--- src/rtl/bar_motion_ctrl.sv ---
// Frame-synchronous bar position scheduler: applies shadowed config at frame start and steps the bar window.
// Optional build macro BAR_MOTION_PAUSE_EN adds a pause input that freezes motion.
module bar_motion_ctrl #(
  parameter int H_ACTIVE     = 640,
  parameter int W_DEFAULT    = 20,
  parameter int STEP_DEFAULT = 1,
  parameter int FRAME_DIV    = 1
) (
  input  logic       clk,
  input  logic       rst_n,
  input  logic       frame_start,
  input  logic       cfg_valid,
  input  logic [3:0] cfg_step,
  input  logic [5:0] cfg_width,
  input  logic       cfg_bounce,
`ifdef BAR_MOTION_PAUSE_EN
  input  logic       pause,
`endif
  output logic       cfg_ready,
  output logic [9:0] bar_lo,
  output logic [9:0] bar_hi,
  output logic       bar_dir,
  output logic       update_done,
  output logic       overrun
);

  localparam logic [10:0] H_ACT_C    = 11'(H_ACTIVE);
  localparam logic [5:0]  W_DEF_C    = 6'(W_DEFAULT);
  localparam logic [3:0]  STEP_DEF_C = 4'(STEP_DEFAULT);
  localparam logic [3:0]  FDIV_C     = 4'(FRAME_DIV);

  localparam logic [1:0] S_IDLE  = 2'd0;
  localparam logic [1:0] S_APPLY = 2'd1;
  localparam logic [1:0] S_STEP  = 2'd2;

  logic [1:0] state_r;
  logic [9:0] pos_r;
  logic       dir_r;
  logic [3:0] step_r;
  logic [5:0] width_r;
  logic       mode_r;
  logic [3:0] sh_step_r;
  logic [5:0] sh_width_r;
  logic       sh_mode_r;
  logic       pending_r;
  logic       cfg_ready_r;
  logic [3:0] div_r;
  logic       move_en_r;
  logic [9:0] bar_lo_r;
  logic [9:0] bar_hi_r;
  logic       bar_dir_r;
  logic       update_done_r;
  logic       overrun_r;

  logic [3:0]  eff_step_s;
  logic [5:0]  eff_width_s;
  logic        eff_mode_s;
  logic        eff_dir_s;
  logic [9:0]  eff_pos_s;
  logic [10:0] eff_lim_s;
  logic [3:0]  div_inc_s;
  logic        div_hit_s;
  logic        paused_s;
  logic [10:0] motion_s;
  logic [9:0]  new_pos_s;
  logic        new_dir_s;
  logic        xfer_s;

  // Next {dir, pos} for one motion step; all sums are 11 bits so nothing overflows silently.
  function automatic logic [10:0] next_motion(input logic [9:0] pos, input logic dir,
                                              input logic [3:0] step, input logic [5:0] width,
                                              input logic bounce);
    logic [10:0] sum;
    logic [10:0] lim;
    logic [9:0]  p;
    logic        d;
    sum = {1'b0, pos} + {7'd0, step};
    lim = H_ACT_C - {5'd0, width};
    p   = pos;
    d   = dir;
    if (!bounce) begin
      d = 1'b1;
      if (sum >= H_ACT_C) begin
        p = 10'(sum - H_ACT_C);
      end else begin
        p = sum[9:0];
      end
    end else if (dir) begin
      if (sum >= lim) begin
        p = lim[9:0];
        d = 1'b0;
      end else begin
        p = sum[9:0];
        d = 1'b1;
      end
    end else begin
      if ({1'b0, pos} <= {7'd0, step}) begin
        p = 10'd0;
        d = 1'b1;
      end else begin
        p = pos - {6'd0, step};
        d = 1'b0;
      end
    end
    return {d, p};
  endfunction

  // Exclusive end of the bar window, saturated at the right edge of the active line.
  function automatic logic [9:0] bar_end(input logic [9:0] pos, input logic [5:0] width);
    logic [10:0] e;
    e = {1'b0, pos} + {5'd0, width};
    if (e > H_ACT_C) begin
      return H_ACT_C[9:0];
    end else begin
      return e[9:0];
    end
  endfunction

`ifdef BAR_MOTION_PAUSE_EN
  assign paused_s = pause;
`else
  assign paused_s = 1'b0;
`endif

  assign xfer_s = cfg_valid && cfg_ready_r;

  // Settings seen by APPLY (shadow wins when pending) and the STEP motion result.
  always_comb begin
    eff_step_s  = step_r;
    eff_width_s = width_r;
    eff_mode_s  = mode_r;
    eff_dir_s   = dir_r;
    if (pending_r) begin
      eff_step_s  = sh_step_r;
      eff_width_s = sh_width_r;
      eff_mode_s  = sh_mode_r;
      eff_dir_s   = sh_mode_r ? dir_r : 1'b1;
    end else begin
      eff_dir_s   = dir_r;
    end
    eff_lim_s = H_ACT_C - {5'd0, eff_width_s};
    if (eff_mode_s && ({1'b0, pos_r} > eff_lim_s)) begin
      eff_pos_s = eff_lim_s[9:0];
    end else begin
      eff_pos_s = pos_r;
    end
    div_inc_s = div_r + 4'd1;
    div_hit_s = (div_inc_s >= FDIV_C);
    motion_s  = next_motion(pos_r, dir_r, step_r, width_r, mode_r);
    if (move_en_r && !paused_s) begin
      new_pos_s = motion_s[9:0];
      new_dir_s = motion_s[10];
    end else begin
      new_pos_s = pos_r;
      new_dir_s = dir_r;
    end
  end

  // Sequencer, config shadowing and registered bar outputs.
  always_ff @(posedge clk) begin
    if (!rst_n) begin
      state_r       <= S_IDLE;
      pos_r         <= 10'd0;
      dir_r         <= 1'b1;
      step_r        <= STEP_DEF_C;
      width_r       <= W_DEF_C;
      mode_r        <= 1'b0;
      sh_step_r     <= STEP_DEF_C;
      sh_width_r    <= W_DEF_C;
      sh_mode_r     <= 1'b0;
      pending_r     <= 1'b0;
      cfg_ready_r   <= 1'b1;
      div_r         <= 4'd0;
      move_en_r     <= 1'b0;
      bar_lo_r      <= 10'd0;
      bar_hi_r      <= 10'(W_DEFAULT);
      bar_dir_r     <= 1'b1;
      update_done_r <= 1'b0;
      overrun_r     <= 1'b0;
    end else begin
      update_done_r <= 1'b0;
      if (xfer_s) begin
        sh_step_r   <= cfg_step;
        sh_width_r  <= (cfg_width == 6'd0) ? 6'd1 : cfg_width;
        sh_mode_r   <= cfg_bounce;
        pending_r   <= 1'b1;
        cfg_ready_r <= 1'b0;
      end
      if (frame_start && (state_r != S_IDLE)) begin
        overrun_r <= 1'b1;
      end
      case (state_r)
        S_IDLE: begin
          state_r <= frame_start ? S_APPLY : S_IDLE;
        end
        S_APPLY: begin
          if (pending_r) begin
            step_r      <= eff_step_s;
            width_r     <= eff_width_s;
            mode_r      <= eff_mode_s;
            pending_r   <= 1'b0;
            cfg_ready_r <= 1'b1;
          end
          pos_r <= eff_pos_s;
          dir_r <= eff_dir_s;
          if (paused_s) begin
            move_en_r <= 1'b0;
          end else if (div_hit_s) begin
            div_r     <= 4'd0;
            move_en_r <= 1'b1;
          end else begin
            div_r     <= div_inc_s;
            move_en_r <= 1'b0;
          end
          state_r <= S_STEP;
        end
        S_STEP: begin
          pos_r         <= new_pos_s;
          dir_r         <= new_dir_s;
          bar_lo_r      <= new_pos_s;
          bar_hi_r      <= bar_end(new_pos_s, width_r);
          bar_dir_r     <= new_dir_s;
          update_done_r <= 1'b1;
          state_r       <= S_IDLE;
        end
        default: begin
          state_r <= S_IDLE;
        end
      endcase
    end
  end

  assign cfg_ready   = cfg_ready_r;
  assign bar_lo      = bar_lo_r;
  assign bar_hi      = bar_hi_r;
  assign bar_dir     = bar_dir_r;
  assign update_done = update_done_r;
  assign overrun     = overrun_r;

endmodule

--- config.mk ---
export PLATFORM = sky130hd
export DESIGN_NAME = bar_motion_ctrl
export DESIGN_NICKNAME = d
export VERILOG_FILES = /design/src/rtl/bar_motion_ctrl.sv
export SDC_FILE = /design/constraint.sdc
export NUM_CORES = 1
export LEC_CHECK = 0
export CORE_MARGIN = 2
export CORE_UTILIZATION = 25
export DETAILED_ROUTE_END_ITERATION = 8
export PLACE_DENSITY = 0.39
export SYNTH_ARGS = -nofsm -noshare
export SYNTH_HDL_FRONTEND = slang
export SYNTH_SLANG_ARGS = --single-unit
--- constraint.sdc ---
create_clock -name clk -period 12.3 [get_ports clk]
set_clock_uncertainty 0.15 [all_clocks]
set_input_delay 2.46 -clock clk [delete_from_list [all_inputs] [get_ports clk]]
set_output_delay 2.46 -clock clk [all_outputs]
set_load 0.1 [all_outputs]
==> results.txt, run 1 <==
Status -> finished clean
Final #Nets -> 729
Initial antenna violation count -> 0
Gp weighted congestion -> 0.856
WL final -> 16.3 mm
Final WS setup -> 5.48 ns
Buffer depth of the longest clock path -> 2
Ys flop type -> dfxtp_1
Synth async-reset ratio -> 0%
Sequential-to-total area share from yosys stat -> 25.0%
Wire per inst -> 17.2 microns
Post-Place Cells -> 932
Top Usage Layer GRT -> met2
Setup bufs post-CTS -> 0
Die X -> 148 microns
Leak Pwr -> 0.00223 uW
Syn Inst Count -> 656
CTS H-Tree Depth -> 3
Synth unique cells -> 92
CP Launch Type -> flop
Clk slew on worst S/H paths -> 0.06 ns
Critical Path AT -> 6.90 ns
GR Util met2 -> 24.1%
Initial core utilization -> 25.6%
Core footprint -> 20400 sq um
I/O pin cnt -> 39
PostCTS Resize Cnt -> 0
# rows -> 52
Gr usage total -> 14.9%
Met1 Use GR -> 20.3%
Worst rel slew slack -> 28.4%
Post-Route Setup TNS -> 0 ns
# DRC -> 0
Vias in the first global route -> 4576
Grt ovf -> 0
Peak supply drop -> 0.0595 mV
Final Power -> 576 uW
Worst EP required -> 12.37 ns
Hold Fails Final Rpt -> 0
Number of synthesized flops with an enable pin -> 0
Cell count of the worst reg-to-reg path -> 26
Max-cap violations -> 0
Initial DRC count -> 289
Netlist Area Pre-Place -> 5220 sq um
Final worst path period need -> 6.82 ns
WS Path Type -> flop to flop
Post-Syn Nets -> 712
RSZ-0062 raised after global routing -> false
I/O Buffers -> 38
CTS tree -> built
Hold-fix buffers, CTS -> 0
Drt pass-1 iters -> 5
First-pass GRT wire length -> 25.7 mm
ANT cells -> 0
Final Max Slew Viols -> 0
Dpl hpwl -> 12.3 mm
Fill cell count -> 2175
GRT met3 Usage -> 2.70%
CP Capture Type -> flop
Clk root buf -> clkbuf_16
DIE HEIGHT -> 148 microns
Min Hold Slack -> 0.316 ns
Largest net degree at the start of global routing -> 66
Area Overhead vs Synth -> 16.6%
Achievable Freq -> 147 MHz
Antenna Nets Post-Route -> 0
Pwr dens -> 94.7 nW/um^2
Avg Inst Size Synth -> 7.95 sq um
Non-Filler Instances -> 947
Worst Hold Class -> flop to flop
Worst Tran Pin Value -> 1.07 ns
Fin crit share -> 55.5%
Clock Latency Late Sink -> 0.33 ns
Vias after detailed routing -> 4783
Clk sinks -> 65
Hold Crit Depth -> 2
TritonCTS Buffers -> 9
Setup Viol. Count Final -> 0
Die ar. -> 22000 sq um
Place WS -> 5.53 ns
Vias per cell -> 5.05
Synth warn -> 0
Layout cells sized above 1 -> 9.45%
Crit path max fanout -> 9
Yosys reg bits -> 65
## per-layer routing
metal / vias up / wire [microns]
met5: - / 0
met4: 0 / 316
met3: 22 / 685
met2: 124 / 7420
met1: 2262 / 7890
li1: 2375 / -
## per-stage QoR
stage | util (%) | cell area, sq um
after global placement | 28.5 | 5810
after CTS | 29.8 | 6080
after floorplan | - | 5220
after global routing | 29.8 | 6080
final | 29.8 | 6080
after detailed placement | 28.5 | 5810
## layout by cell type (no fill, tap or decap), types with 5 or more instances in the layout
| cell type | Yosys | final |
|---|---|---|
| inv_1 | 34 | 34 |
| nor3_1 | 15 | 15 |
| o21ai_0 | 38 | 38 |
| xnor2_1 | 11 | 11 |
| mux2i_1 | 13 | 13 |
| and3_1 | 8 | 8 |
| nand2_1 | 96 | 96 |
| and2_1 | 9 | 9 |
| o31ai_1 | 6 | 5 |
| a31oi_1 | 9 | 9 |
| o31ai_2 | 5 | 6 |
| a21oi_1 | 29 | 29 |
| nor2b_1 | 15 | 15 |
| a211oi_1 | 6 | 6 |
| a21o_1 | 6 | 6 |
| xor2_1 | 8 | 8 |
| a21boi_0 | 19 | 19 |
| o2111ai_1 | 6 | 6 |
| clkbuf_16 | 0 | 9 |
| nand2b_1 | 11 | 11 |
| nand3_1 | 27 | 27 |
| nand4_1 | 5 | 5 |
| clkdlybuf4s50_1 | 0 | 37 |
| dfxtp_1 | 65 | 65 |
| ha_1 | 38 | 38 |
| nor2_1 | 36 | 36 |
| buf_4 | 2 | 6 |
| o31a_1 | 5 | 5 |
| o21a_1 | 9 | 9 |
## registers in the layout, summed over array words and instances (netlist names)
| name | count |
|---|---|
| width_r | 6 |
| move_en_r | 1 |
| dir_r | 1 |
| bar_dir | 1 |
| cfg_ready | 1 |
| step_r | 4 |
| bar_hi | 10 |
| sh_mode_r | 1 |
| sh_width_r | 6 |
| pos_r | 10 |
| overrun | 1 |
| state_r | 2 |
| div_r | 4 |
| sh_step_r | 4 |
| update_done | 1 |
| bar_lo | 10 |
| pending_r | 1 |
| mode_r | 1 |
## cell families after synthesis
kind of cell	after synthesis	share of synthesized area [%]
AND/OR/NAND/NOR	253	24.5
AO/OA/AOI/OAI	185	27.2
buffers and inverters	74	5.88
flip-flops	65	25.0
adder cells (fa/ha/maj)	41	10.3
XOR/XNOR	21	3.81
multiplexers	17	3.36
## critical path, stage by stage, from the launching register on
cell and delay, ns:
dfxtp_1 0.51, ha_1 0.31, nand2b_1 0.23, a211oi_2 0.36
o2111ai_1 0.20, xor2_2 0.30, inv_2 0.10, ha_1 0.31
a21oi_1 0.14, o21ai_0 0.09, a21oi_1 0.21, a2bb2oi_2 0.11
or2_1 0.37, o21ai_0 0.21, a2bb2oi_1 0.08, a21oi_1 0.39
ha_1 0.32, a211oi_1 0.33, o21bai_1 0.12, a21oi_1 0.24
xnor2_1 0.10, or4_1 0.54, nand2b_1 0.16, a211oi_1 0.24
o21ai_1 0.12, a21boi_4 0.18, o31a_1 0.29
## Yosys cell counts (3+ instances only)
master	count	share of area [%]
a211oi_1	6	0.86
a211oi_2	3	0.72
a21boi_0	19	2.7
a21o_1	6	0.86
a21oi_1	29	2.8
a31oi_1	9	1.1
and2_1	9	1.1
and3_1	8	0.96
buf_2	5	0.48
clkbuf_1	28	2.0
dfxtp_1	65	25
fa_1	3	1.2
ha_1	38	9.1
inv_1	34	2.4
mux2_1	3	0.65
mux2i_1	13	2.5
nand2_1	96	6.9
nand2b_1	11	1.3
nand3_1	27	2.6
nand4_1	5	0.60
nor2_1	36	2.6
nor2b_1	15	1.8
nor3_1	15	1.4
nor4_1	3	0.36
o2111ai_1	6	1.0
o21a_1	9	1.3
o21ai_0	38	3.6
o21bai_1	3	0.43
o31a_1	5	0.84
o31ai_1	6	0.86
o31ai_2	5	1.2
or2_2	3	0.36
or3_1	3	0.36
xnor2_1	11	1.8
xor2_1	8	1.3
## layout make-up
class | count | area [sq um] | area share (%)
multi-input cells | 517 | 3610 | 59.4
repair buffers | 44 | 420 | 6.92
inverters | 36 | 135 | 2.22
well taps | 270 | 338 | 5.56
clock buffers | 11 | 243 | 3.99
clock inverters | 4 | 28.8 | 0.473
flip-flops and latches | 65 | 1300 | 21.4
## report_power, final
part | internal, uW | total, uW | leakage (uW) | switching [uW]
logic | 38.3 | 110 | 0.00157 | 71.3
registers | 218 | 228 | 0.000529 | 9.56
clock network | 141 | 239 | 0.000128 | 97.4
total | 397 | 576 | 0.00223 | 178
## worst paths after layout
| check | slack, ns | end | from |
|---|---|---|---|
| max | 5.48 | bar_hi[7]$_SDFFE_PN0P_ | pos_r[1]$_SDFFE_PN0P_ |
| min | 0.32 | bar_hi[0]$_SDFFE_PN0P_ | bar_hi[0]$_SDFFE_PN0P_ |
| max reg2reg | 5.48 | bar_hi[7]$_SDFFE_PN0P_ | pos_r[1]$_SDFFE_PN0P_ |
| min reg2reg | 0.32 | bar_hi[0]$_SDFFE_PN0P_ | bar_hi[0]$_SDFFE_PN0P_ |
(Power assumes the default switching activity.)
==> run 2: changes to the inputs <==
Clock period 12.3 ns to 6.9 ns, I/O delays scaled along.
==> run 2 against run 1 <==
  * Count of clock-buffer cells in the layout shrank 2
  * Flip-flop and latch count is the same
  * Sequential share of layout area shrank 0.51 points
  * Total power grew 91%
  * Critical path depth grew 2
  * Final cell count grew 1.1%
  * Maximum frequency grew 6.2%
  * First-iteration DRC count shrank 10%
  * Register-to-register slack lost 5.0 ns
  * Worst hold slack is essentially flat
  * Combinational power grew 82%
  * Sequential power grew 77%
  * Largest cell class unchanged
==> results.txt, run 2 (synthesized netlist as in run 1, its figures left out) <==
Status -> finished clean
I/O Buffers -> 38 (unchanged)
CP Launch Type -> flop
Antenna Nets Post-Route -> 0 (unchanged)
Grt ovf -> 0 (unchanged)
Post-Route Setup TNS -> 0 ns (unchanged)
CP max stage cell -> or4_1
Die X -> 148 microns (unchanged)
Register Area -> 1300 sq um (unchanged)
Vias per cell -> 5.06 (+0.28%)
Multi-input logic area -> 3640 sq um (+0.73%)
CP Capture Type -> flop
First-pass GRT wire length -> 25.6 mm (-0.24%)
Slowest stage delay, CP -> 0.54 ns (about the same)
Worst Tran Pin Value -> 1.05 ns (-0.0246 ns)
CTS H-Tree Depth -> 3 (unchanged)
Placed Area -> 5870 sq um (+1.2%)
Clk network pwr share -> 45.2% (+3.8 points)
Share of total power in combinational logic -> 18.2% (-0.8 points)
Dpl hpwl -> 12.5 mm (+1.5%)
Peak supply drop -> 0.106 mV (+79%)
Sw Ratio -> 29.7% (-1.3 points)
Initial core utilization -> 25.6% (unchanged)
Final #Nets -> 739 (+1.4%)
Pwr dens -> 177 nW/um^2 (+87%)
Clk sinks -> 65 (unchanged)
Vias after detailed routing -> 4847 (+1.3%)
WL final -> 16.3 mm (-0.20%)
Clk slew on worst S/H paths -> 0.06 ns (about the same)
Vias in the first global route -> 4556 (-0.44%)
Clk root buf -> clkbuf_16
Drt pass-1 iters -> 5 (unchanged)
Wire per inst -> 17.0 microns (-1.2%)
Worst Hold Class -> flop to flop
Worst EP required -> 6.98 ns (-5.39 ns)
TritonCTS Buffers -> 9 (unchanged)
Clock Latency Late Sink -> 0.34 ns (about the same)
Fin crit share -> 93.2% (+38 points)
Worst Path Buf+Inv -> 2 (+1)
Final Power -> 1100 uW (+91%)
# rows -> 52 (unchanged)
WS Path Type -> flop to flop
Met2 wire length -> 7.35 mm (-0.94%)
Core footprint -> 20400 sq um (unchanged)
Gp weighted congestion -> 0.827 (-3.4%)
ANT cells -> 0 (unchanged)
Max-cap violations -> 0 (unchanged)
Routed wl met3 -> 678 microns (-1.0%)
Initial antenna violation count -> 0 (unchanged)
Layout cells sized above 1 -> 11.6% (+2.2 points)
Achievable Freq -> 156 MHz (+6.2%)
Share of power burned in registers -> 36.6% (-2.9 points)
Critical Path AT -> 6.51 ns (-0.39 ns)
Min Hold Slack -> 0.316 ns (-0.000203 ns)
# DRC -> 0 (unchanged)
CTS tree -> built
RSZ-0062 raised after global routing -> false
Leak Pwr -> 0.00230 uW (+3.2%)
Area Overhead vs Synth -> 19.4%
Final Max Slew Viols -> 0 (unchanged)
I/O pin cnt -> 39 (unchanged)
DIE HEIGHT -> 148 microns (unchanged)
Worst rel slew slack -> 30.0% (+1.6 points)
Most frequent cell on the critical path -> ha_1
Crit path max fanout -> 7 (-2)
Top Family by Delay on Critical Path -> compound AO/OA/AOI/OAI gates
Final Cell Area -> 6230 sq um (+2.4%)
Final worst path period need -> 6.43 ns (-0.396 ns)
Net load switching power -> 327 uW (+83%)
Largest net degree at the start of global routing -> 66 (unchanged)
Die ar. -> 22000 sq um (unchanged)
Wl on met1 -> 7.78 mm (-1.3%)
Setup Viol. Count Final -> 0 (unchanged)
Initial DRC count -> 260 (-10%)
Top sig layer -> met4
Hold Fails Final Rpt -> 0 (unchanged)
Pint -> 775 uW (+95%)
Most common cell after layout, fill and taps aside -> nand2_1
Hold-fix buffers, CTS -> 0 (unchanged)
Gr usage total -> 15.0% (+0.13 points)
Buffer depth of the longest clock path -> 2 (unchanged)
Fill cell count -> 2183 (+0.37%)
Most frequent cells in the layout -> 96 x nand2_1, 65 x dfxtp_1, 38 x ha_1
-- run 2: cell types whose count changed in the layout (fill, tap and decap cells not counted), sizes merged --
cell / delta
clkbuf: -2
bufinv: +2
buf: +10
-- run 2: worst paths after layout --
path | cells past startpoint | slack (ns) | to | start
worst max register to register | 28 | 0.47 | bar_hi[7]$_SDFFE_PN0P_ | step_r[1]$_SDFFE_PN0P_
worst min register to register | 2 | 0.32 | sh_step_r[0]$_SDFFE_PN1P_ | sh_step_r[0]$_SDFFE_PN1P_
worst max-delay path | 28 | 0.47 | bar_hi[7]$_SDFFE_PN0P_ | step_r[1]$_SDFFE_PN0P_
worst min-delay path | 2 | 0.32 | sh_step_r[0]$_SDFFE_PN1P_ | sh_step_r[0]$_SDFFE_PN1P_
-- run 2: worst register-to-register path, delay by kind of cell (launching register included) --
| family | cells | cell delay [ns] |
|---|---|---|
| AND/OR/NAND/NOR | 6 | 1.56 |
| XOR/XNOR | 2 | 0.35 |
| AO/OA/AOI/OAI | 15 | 2.74 |
| buffers and inverters | 2 | 0.19 |
| flip-flops | 1 | 0.39 |
| adder cells (fa/ha/maj) | 3 | 0.94 |
-- run 2: cell type report --
cell class	instances	share of cell area, %
clock buffers	9	3.62
clock inverters	6	1.49
inverters	36	2.17
multi-input cells	517	58.4
flip-flops and latches	65	20.9
well taps	270	5.43
repair buffers	54	7.96
-- run 2: metal layers --
| metal | up-vias | global-route usage [%] |
|---|---|---|
| met5 | - | 0 |
| met4 | 0 | 5.38 |
| met3 | 23 | 2.94 |
| met2 | 126 | 23.8 |
| met1 | 2304 | 20.3 |
| li1 | 2394 | - |
-- run 2: metrics by stage --
stage / setup slack (ns) / utilization [%] / std cells
global route: 0.0304 / 30.6 / 957
detailed placement: 0.307 / 28.8 / 941
CTS: 0.261 / 30.4 / 956
floorplan: 0.951 / - / 656
finish: 0.472 / 30.6 / 957
global placement: 0.406 / 28.8 / 941
-- run 2: what timing repair did --
| item | 4_1_cts | 5_1_grt |
|---|---|---|
| setup endpoints to repair | 0 | 8 |
| setup buffers | 0 | 1 |
| resized for setup | 0 | 7 |
-- run 2: power by group through the flow --
stage / Clock, uW / Sequential (uW) / Combinational (uW)
floorplan: 0 / 437 / 117
detailed placement: 0 / 412 / 199
global route: 529 / 405 / 219
CTS: 514 / 403 / 200
finish: 498 / 403 / 200
global placement: 0 / 411 / 198
